--- src/rtl/lfsr_pkg.sv ---
// Shared types and constants for the lfsr_gen pseudo-random source.
package lfsr_pkg;

  typedef enum logic {WARM, RUN} lfsr_state_e;

  // Maximal-length Galois feedback masks for common widths
  localparam logic [7:0]  TAPS_8  = 8'hB8;
  localparam logic [15:0] TAPS_16 = 16'hB400;
  localparam logic [31:0] TAPS_32 = 32'h80200003;
  localparam logic [63:0] TAPS_64 = 64'hD800000000000000;

  localparam int DROP_W = 8;

  function automatic logic [DROP_W-1:0] sat_inc(input logic [DROP_W-1:0] v);
    return (v == '1) ? v : v + 1'b1;
  endfunction

endpackage

--- src/rtl/lfsr_gen_if.sv ---
// Seed, advance and number handshake bundle between a consumer (master) and lfsr_gen (slave).
interface lfsr_gen_if
  import lfsr_pkg::*;
#(
  parameter int WIDTH = 8
) ();

  logic              seed_we;
  logic [WIDTH-1:0]  seed;
  logic              enable;
  logic              req;
  logic              num_ready;
  logic              num_valid;
  logic [WIDTH-1:0]  num_out;
  logic              busy;
  logic [DROP_W-1:0] drop_cnt;

  modport master (
    output seed_we, seed, enable, req, num_ready,
    input  num_valid, num_out, busy, drop_cnt
  );

  modport slave (
    input  seed_we, seed, enable, req, num_ready,
    output num_valid, num_out, busy, drop_cnt
  );

endinterface

--- src/rtl/lfsr_leap.sv ---
// Combinational leap-forward: applies the Galois step STEPS times in one clock.
module lfsr_leap
  import lfsr_pkg::*;
#(
  parameter int               WIDTH = 8,
  parameter logic [WIDTH-1:0] TAPS  = WIDTH'(TAPS_8),
  parameter int               STEPS = 1
) (
  input  logic [WIDTH-1:0] state,
  output logic [WIDTH-1:0] state_next
);

  logic [WIDTH-1:0] chain [STEPS+1];

  assign chain[0] = state;

  generate
    for (genvar gi = 0; gi < STEPS; gi++) begin : g_step
      assign chain[gi+1] = (chain[gi] >> 1) ^ (chain[gi][0] ? TAPS : '0);
    end
  endgenerate

  assign state_next = chain[STEPS];

endmodule

--- src/rtl/lfsr_gen.sv ---
// Galois LFSR source with seed load, warm-up, leap stepping and valid/ready output.
// Optional LFSR_LOCKUP_GUARD_EN: zero seeds and an all-zero state fall back to RESET_SEED.
module lfsr_gen
  import lfsr_pkg::*;
#(
  parameter int               WIDTH      = 8,
  parameter logic [WIDTH-1:0] TAPS       = WIDTH'(TAPS_8),
  parameter int               STEPS      = 1,
  parameter logic [WIDTH-1:0] RESET_SEED = WIDTH'(8'h0C),
  parameter int               WARMUP     = 0
) (
  input logic       clk,
  input logic       rst,
  lfsr_gen_if.slave bus
);

  localparam logic [7:0]  WARM_INIT = 8'(WARMUP);
  localparam lfsr_state_e FSM_INIT  = (WARMUP != 0) ? WARM : RUN;

  lfsr_state_e       fsm_reg;
  logic [7:0]        warm_cnt_reg;
  logic [WIDTH-1:0]  lfsr_reg;
  logic              num_valid_reg;
  logic [WIDTH-1:0]  num_out_reg;
  logic              busy_reg;
  logic [DROP_W-1:0] drop_cnt_reg;

  logic [WIDTH-1:0]  leap_next;
  logic [WIDTH-1:0]  seed_eff;
  logic              accept;
  logic              refuse;
  logic              advance;
  logic              lock;

  lfsr_leap #(
    .WIDTH (WIDTH),
    .TAPS  (TAPS),
    .STEPS (STEPS)
  ) u_leap (
    .state      (lfsr_reg),
    .state_next (leap_next)
  );

  always_comb begin
    accept  = bus.req && (fsm_reg == RUN) && (!num_valid_reg || bus.num_ready);
    refuse  = bus.req && !accept;
    advance = (fsm_reg == WARM) || bus.enable;
`ifdef LFSR_LOCKUP_GUARD_EN
    seed_eff = (bus.seed == '0) ? RESET_SEED : bus.seed;
    lock     = (lfsr_reg == '0);
`else
    seed_eff = bus.seed;
    lock     = 1'b0;
`endif
  end

  always_ff @(posedge clk) begin
    if (rst) begin
      lfsr_reg      <= RESET_SEED;
      fsm_reg       <= FSM_INIT;
      warm_cnt_reg  <= WARM_INIT;
      busy_reg      <= (FSM_INIT == WARM);
      num_valid_reg <= 1'b0;
      num_out_reg   <= '0;
      drop_cnt_reg  <= '0;
    end else begin
      // Capture uses the pre-update state, so a concurrent seed load still yields the old value
      if (accept) begin
        num_out_reg   <= lfsr_reg;
        num_valid_reg <= 1'b1;
      end else if (num_valid_reg && bus.num_ready) begin
        num_valid_reg <= 1'b0;
      end

      if (refuse) drop_cnt_reg <= sat_inc(drop_cnt_reg);

      if (bus.seed_we) begin
        lfsr_reg     <= seed_eff;
        fsm_reg      <= FSM_INIT;
        warm_cnt_reg <= WARM_INIT;
        busy_reg     <= (FSM_INIT == WARM);
      end else begin
        if (lock) lfsr_reg <= RESET_SEED;
        else if (advance) lfsr_reg <= leap_next;

        if (fsm_reg == WARM) begin
          if (warm_cnt_reg == 8'd1) begin
            fsm_reg      <= RUN;
            busy_reg     <= 1'b0;
            warm_cnt_reg <= '0;
          end else begin
            warm_cnt_reg <= warm_cnt_reg - 8'd1;
          end
        end
      end
    end
  end

  assign bus.num_valid = num_valid_reg;
  assign bus.num_out   = num_out_reg;
  assign bus.busy      = busy_reg;
  assign bus.drop_cnt  = drop_cnt_reg;

endmodule

--- src/flat_wrapper.sv ---
// flat-port wrapper written by rule: the top's interface ports become plain ports
module lfsr_gen_flat import lfsr_pkg::*;
#(
  parameter int               WIDTH      = 8,
  parameter logic [WIDTH-1:0] TAPS       = WIDTH'(TAPS_8),
  parameter int               STEPS      = 1,
  parameter logic [WIDTH-1:0] RESET_SEED = WIDTH'(8'h0C),
  parameter int               WARMUP     = 0
)
  (clk, rst, bus_seed_we, bus_seed, bus_enable, bus_req, bus_num_ready, bus_num_valid, bus_num_out, bus_busy, bus_drop_cnt);
  lfsr_gen_if #(.WIDTH(WIDTH)) bus_i ();
  input logic clk;
  input logic rst;
  input wire logic [$bits(bus_i.seed_we)-1:0] bus_seed_we;
  input wire logic [$bits(bus_i.seed)-1:0] bus_seed;
  input wire logic [$bits(bus_i.enable)-1:0] bus_enable;
  input wire logic [$bits(bus_i.req)-1:0] bus_req;
  input wire logic [$bits(bus_i.num_ready)-1:0] bus_num_ready;
  output wire logic [$bits(bus_i.num_valid)-1:0] bus_num_valid;
  output wire logic [$bits(bus_i.num_out)-1:0] bus_num_out;
  output wire logic [$bits(bus_i.busy)-1:0] bus_busy;
  output wire logic [$bits(bus_i.drop_cnt)-1:0] bus_drop_cnt;
  assign bus_i.seed_we = bus_seed_we;
  assign bus_i.seed = bus_seed;
  assign bus_i.enable = bus_enable;
  assign bus_i.req = bus_req;
  assign bus_i.num_ready = bus_num_ready;
  assign bus_num_valid = bus_i.num_valid;
  assign bus_num_out = bus_i.num_out;
  assign bus_busy = bus_i.busy;
  assign bus_drop_cnt = bus_i.drop_cnt;
  lfsr_gen #(.WIDTH(WIDTH), .TAPS(TAPS), .STEPS(STEPS), .RESET_SEED(RESET_SEED), .WARMUP(WARMUP)) u_core (.clk(clk), .rst(rst), .bus(bus_i));
endmodule
--- config.mk ---
export PLATFORM = sky130hd
export DESIGN_NAME = lfsr_gen_flat
export DESIGN_NICKNAME = d
export VERILOG_FILES = /design/src/rtl/lfsr_pkg.sv /design/src/rtl/lfsr_gen_if.sv /design/src/rtl/lfsr_leap.sv /design/src/rtl/lfsr_gen.sv /design/src/flat_wrapper.sv
export SDC_FILE = /design/constraint.sdc
export NUM_CORES = 1
export LEC_CHECK = 0
export ABC_AREA = 0
export CORE_UTILIZATION = 50
export CTS_CLUSTER_DIAMETER = 30
export DETAILED_ROUTE_END_ITERATION = 6
export GPL_ROUTABILITY_DRIVEN = 0
export HOLD_SLACK_MARGIN = 0.03
export PLACE_DENSITY = 0.77
export SYNTH_ARGS = -nofsm -noshare
export SYNTH_HDL_FRONTEND = slang
export SYNTH_SLANG_ARGS = --single-unit
export TNS_END_PERCENT = 100
--- constraint.sdc ---
create_clock -name clk -period 1.7 [get_ports clk]
set_input_delay 0.255 -clock clk [delete_from_list [all_inputs] [get_ports clk]]
set_output_delay 0.255 -clock clk [all_outputs]
set_load 0.02 [all_outputs]
==> flow_summary.ini, run 1 <==
[outcome]
status = finished, final reports clean

[min_path]
hold_depth = 3
whs_endpoint = u_core.lfsr_reg[4]
hp-class = primary input to flip-flop
holdCritStartpoint = bus_seed[4]

[global_route]
grt_remaining_overflow = 0
met2_usage_pct = 35.46
first_global_vias = 1211
grtUsageTotal_pct = 20.87
antenna_found_initial = 0
grt_pass1_wl_um = 5092
gr-max-usage-layer = met2
grt_max_degree = 27
met3_usage_pct = 4.762
grt_use_met1_pct = 23.33

[die]
initial_core_util_pct = 53.74
die_area_um2 = 3265
ios = 32
core-area_um2 = 2829
rows = 19
die_h_um = 57.14
die_w_um = 57.14

[power_and_ir_drop]
internal_power_uw = 1215
clkPwrFrac_pct = 34.8
ir_drop_v = 0.0005990
leakage_uw = 0.0008193
swShare_pct = 23.95
power_density_nw_per_um2 = 808.1
seq_power_share_pct = 52.8
p_switching_uw = 382.6
p_comb_share_pct = 12.4

[setup_path]
cp_max_fo = 4
r2r-end = u_core.bus.drop_cnt[3]
end_kind = output pin
cp-start-kind = flip-flop
path_class = flip-flop to output pin
cp.arrival_ns = 1.38
regToRegSetupSlack_ns = 0.11
rr_startpoint = u_core.bus.drop_cnt[0]
required_ns = 1.44
crit_buf_inv = 1
path_cells = clkdlybuf4s50_1
cpLargestDelayFamily = buffers and inverters
cp_slowest_stage_delay_ns = 0.63
crit_path_top_delay_cell = clkdlybuf4s50_1
reg2reg_depth = 6

[cts]
cts_max_level = 2
clkLatencyLatePin_ns = 0.34
cts_sinks = 34
cts-root-buf = clkbuf_4
cts_buffer_depth = 2
postCtsHoldBufs = 0
numCtsBuffers = 5
cts_tree = done
cts.reportedPaths.clkPinSlew_ns = 0.10

[final_layout]
multiInputGateArea_um2 = 784.5
n_antenna_cell = 0
drive_above_1_share_pct = 14.07
fin_cells = 230
area_growth_pct = 30.04
nets = 215
regArea_um2 = 680.7
fill_cells = 238
utilization_pct = 69.88

[drt]
dr_total_vias = 1250
routed_wirelength_um = 3144
ant_nets = 0
routed_via_density = 5.435
drc = 0
dr.pass1.iters = 4
post_drt_wl_per_cell_um = 13.67
drtIter0Drc = 55

[timing]
hold_viol = 0
timing.fmax_mhz = 610.2
fin_crit_ns = 1.639
rsz0062_at_grt = no
finalCritPeriodShare_pct = 96.41
finClkSkew_ns = 0.008026
finalSetupViolCount = 0
final_max_slew_viol_count = 0

[flow_run]
drv_cap = 0

[yosys]
synth_area_um2 = 1520
synth_top_area_share_pct = 44.77
postSynthCellCount = 161
syn_nets = 178
ys_seq_area_share_pct = 44.77
synth.distinct_cells = 35
synth.avg_cell_area_um2 = 9.442
yosys-top-cells-area = dfxtp_1 (45%), mux2i_1 (9.2%), nor2_1 (6.9%)
yosysWarnings = 0
synth_top_area_cell = dfxtp_1
ys_ff_latch = 34

[placement]
io_buffers = 30
dp.cells = 222
dpl.hpwl_um = 2360
==> logic make-up after synthesis <==
group	share of synthesized area [%]
AND/OR/NAND/NOR	19.18
flip-flops	44.77
AO/OA/AOI/OAI	10.29
multiplexers	12.92
buffers and inverters	3.785
XOR/XNOR	6.337
adder cells (fa/ha/maj)	2.469
other	0.2467
==> worst max path at each step <==
stage | cells past startpoint | to | from | slack, ns
after CTS | 1 | bus_drop_cnt[3] | u_core.bus.drop_cnt[3] | 0.03
after detailed placement | 5 | u_core.lfsr_reg[2] | bus_enable | -0.1
after floorplan | 5 | u_core.bus.drop_cnt[7] | u_core.bus.drop_cnt[0] | 0.08
after global placement | 5 | u_core.lfsr_reg[1] | bus_enable | -0.02
after global routing | 1 | bus_drop_cnt[0] | u_core.bus.drop_cnt[0] | 0.01
final | 1 | bus_drop_cnt[0] | u_core.bus.drop_cnt[0] | 0.06
==> timing repair <==
action | in CTS | in global routing
resized for setup | 1 | 4
endpoints found under the setup margin | 1 | 4
setup buffers | 0 | 0
pin swaps | 0 | 0
==> cell usage after synthesis <==
master,instances
dfxtp_1,34
nor2_1,28
mux2i_1,14
a21oi_1,10
nand2_1,6
xnor2_1,6
mux2_2,5
xor2_1,5
clkbuf_1,4
inv_1,4
o21ai_0,4
o31ai_1,4
a211o_1,3
ha_1,3
nand2b_1,3
nand3_1,3
or3_1,3
or4_1,3
nand4_1,2
nor2_2,2
a211oi_1,1
buf_1,1
buf_2,1
buf_4,1
buf_6,1
conb_1,1
nand4b_1,1
nor2b_1,1
nor2b_4,1
nor3_1,1
nor3_2,1
nor4_1,1
o211ai_1,1
o221ai_2,1
or4b_4,1
==> worst register-to-register path, cell delays in order (launching register included) <==
cell and delay (ns):
dfxtp_1 0.36, ha_1 0.23, nand3_1 0.14, o221ai_2 0.12
buf_4 0.18, or3_1 0.34, a21oi_1 0.15
==> through the flow <==
step                      hold slack (ns)  setup WS (ns)  setup TNS [ns]  instance area (µm²)  total power, µW
after floorplan                    0.3778        0.07891               0                 1520            969.1
after global placement             0.4757       -0.02135        -0.09151                 1889             1051
after detailed placement           0.4862       -0.09674         -0.4686                 1889             1060
after CTS                          0.4653        0.02724               0                 1967             1615
after global routing               0.4844        0.01063               0                 1977             1655
final                              0.4755        0.06109               0                 1977             1597
==> per-layer routing <==
layer  wire length (µm)  vias to the layer above
met3                142                       10
met4                 81                        0
met1               1370                      583
met2               1550                       33
met5                  0                        -
li1                   -                      624
==> power groups by stage <==
stage               sequential (µW)  clock, µW  combinational (µW)
floorplan                       870          0                98.7
global placement                860          0                 191
detailed placement              862          0                 198
CTS                             844        572                 199
global route                    848        595                 213
finish                          844        556                 198
==> placed cells by master (no fill, tap or decap), types with 2 or more instances in the layout <==
master and count:
o21ai_0 4, nor2_1 28, nand2b_1 2, nor2_2 2, xor2_1 5, clkbuf_4 5, ha_1 3, mux2_2 5
or4_1 3, o31ai_1 4, nand2_1 6, dfxtp_1 34, xnor2_1 6, a21oi_1 10, buf_4 7, clkdlybuf4s50_1 26
or3_1 3, nand3_1 3, nand4_1 2, a211o_1 3, clkbuf_8 3, inv_1 4, dlymetal6s2s_1 3, mux2i_1 14
==> area by class of cell <==
type	count	area share, %
multi-input combinational	115	39.68
sequential	34	34.43
timing repair buffer	38	19.18
clock buffer	8	3.987
tap	31	1.962
inverter	4	0.7595
Power figures use the tool's default switching activity.
==> run 2: changes to the inputs <==
--- a/config.mk
+++ b/config.mk
@@ -6,12 +6,12 @@
 export NUM_CORES = 1
 export LEC_CHECK = 0
 export ABC_AREA = 0
-export CORE_UTILIZATION = 50
+export CORE_UTILIZATION = 53
 export CTS_CLUSTER_DIAMETER = 30
 export DETAILED_ROUTE_END_ITERATION = 6
 export GPL_ROUTABILITY_DRIVEN = 0
 export HOLD_SLACK_MARGIN = 0.03
-export PLACE_DENSITY = 0.77
+export PLACE_DENSITY = 0.81
 export SYNTH_ARGS = -nofsm -noshare
 export SYNTH_HDL_FRONTEND = slang
 export SYNTH_SLANG_ARGS = --single-unit
==> constraint.sdc (replaced) <==
create_clock -name clk -period 1.9 [get_ports clk]
set_input_delay 0.285 -clock clk [delete_from_list [all_inputs] [get_ports clk]]
set_output_delay 0.285 -clock clk [all_outputs]
set_load 0.02 [all_outputs]
==> run 2 against run 1 <==
Against the previous run: via count decreased by 3.1%; highest routed layer unchanged; clock-buffer cell count is 2 lower; register-to-register slack improved by 0.19 ns; utilization rose by 0.28 points; non-clock buffer count down 3; hold slack improved by 0.015 ns; power down 16%; critical path depth did not move; sequential cell count unchanged.
==> flow_summary.ini, run 2 (synthesized netlist as in run 1, its figures left out) <==
[timing]
setup_tns_ns = 0
finalSetupViolCount = 0
timing.fmax_mhz = 582.6
final_max_slew_viol_count = 0
fin_crit_ns = 1.717
finClkSkew_ns = 0.01099
hold_viol = 0
setup_ws_ns = 0.1835
finalCritPeriodShare_pct = 90.34
max-slew-margin-rel_pct = 58.12
worst_hold_slack_ns = 0.4906
rsz0062_at_grt = no
tightest_slew_ns = 0.6225

[setup_path]
crit_buf_inv = 1
cpLargestDelayFamily = buffers and inverters
cp-start-kind = flip-flop
path_class = flip-flop to output pin
cp_max_fo = 7
crit_path_top_delay_cell = clkdlybuf4s50_1
cp.arrival_ns = 1.43
required_ns = 1.62
end_kind = output pin
cp_slowest_stage_delay_ns = 0.65
path_cells = clkdlybuf4s50_1

[cts]
cts-root-buf = clkbuf_4
numCtsBuffers = 5
cts_sinks = 34
ctsResizeCount = 0
cts_buffer_depth = 2
cts.reportedPaths.clkPinSlew_ns = 0.11
postCtsHoldBufs = 0
cts_tree = done
cts_max_level = 2
post_cts_buffers = 0
clkLatencyLatePin_ns = 0.34

[die]
core-area_um2 = 2734
rows = 19
ios = 32
die_w_um = 55.56
die_h_um = 55.56
die_area_um2 = 3086
initial_core_util_pct = 55.61

[power_and_ir_drop]
power_density_nw_per_um2 = 702.1
leakage_uw = 0.0007287
ir_drop_v = 0.0006877

[global_route]
grtUsageTotal_pct = 21.59
antenna_found_initial = 0
grt_pass1_wl_um = 4995
first_global_vias = 1107
grt_remaining_overflow = 0
grt_max_degree = 27

[final_layout]
n_antenna_cell = 0
nets = 212
drive_above_1_share_pct = 12.24
final_cell_mix = dfxtp_1 (34), clkdlybuf4s50_1 (30), nor2_1 (28)
area_growth_pct = 26.17
utilization_pct = 70.16
fin_area_um2 = 1918
final_common_cell = dfxtp_1

[drt]
dr.pass1.iters = 4
drc = 0
dr_total_vias = 1211
routed_wirelength_um = 2940
routed_via_density = 5.335
drtIter0Drc = 42
post_drt_wl_per_cell_um = 12.95
ant_nets = 0

[placement]
place_area_um2 = 1854
dpl.hpwl_um = 2169
io_buffers = 30
pre_cts_slack_ns = 0.07312

[min_path]
hp-class = primary input to flip-flop

[outcome]
status = finished, final reports clean

[flow_run]
drv_cap = 0
-- run 2: cell count changes in the layout (fill, tap and decap cells not counted) --
cell / previous run / this run
clkdlybuf4s50_1: 26 / 30
buf_12: 1 / 0
nand2b_2: 1 / 0
dlygate4sd2_1: 1 / 0
clkinv_2: 0 / 1
buf_4: 7 / 5
clkbuf_8: 3 / 1
nand2b_1: 2 / 3
dlymetal6s2s_1: 3 / 0
clkinvlp_4: 0 / 1
-- run 2: area by class of cell --
class,count,area (µm²)
clock buffers,6,51.30
clock inverters,2,12.51
fillers,216,815.8
inverters,4,15.01
multi-input cells,115,782.0
flip-flops and latches,34,680.7
well taps,31,38.79
repair buffers,35,337.8
-- run 2: path summary, 6_finish.rpt --
kind	start	cells after the start	end	slack [ns]
max	u_core.bus.drop_cnt[4]	1	bus_drop_cnt[4]	0.18
min	bus_seed[5]	3	u_core.lfsr_reg[5]	0.49
max reg2reg	u_core.bus.drop_cnt[0]	5	u_core.bus.drop_cnt[7]	0.30
min reg2reg	u_core.bus.num_out[2]	2	u_core.bus.num_out[2]	0.51
-- run 2: per-layer routing --
layer | vias to the layer above | global-route usage, % | wire (µm)
met5 | - | 0 | 0
met4 | 0 | 8.929 | 45
met3 | 4 | 10.54 | 112
met2 | 17 | 32.87 | 1413
met1 | 565 | 25.93 | 1369
li1 | 625 | - | -
-- run 2: worst reg2reg max path, stage by stage (launching register included) --
cell and delay [ns]:
dfxtp_1 0.36, ha_1 0.22, nand3_1 0.15, o221ai_2 0.13, or4_1 0.53, a21oi_1 0.16
-- run 2: per-stage QoR --
stage               total power (µW)  cells
finish                          1347    227
detailed placement             939.6    219
CTS                             1367    227
floorplan                      867.1    161
global placement               933.7    219
global route                    1417    227
-- run 2: where the power goes --
part / leakage (µW) / internal [µW] / switching [µW] / total, µW
clock: 0.0000343 / 178 / 247 / 424
combinational: 0.000417 / 92.2 / 75.6 / 168
sequential: 0.000277 / 736 / 18.3 / 754
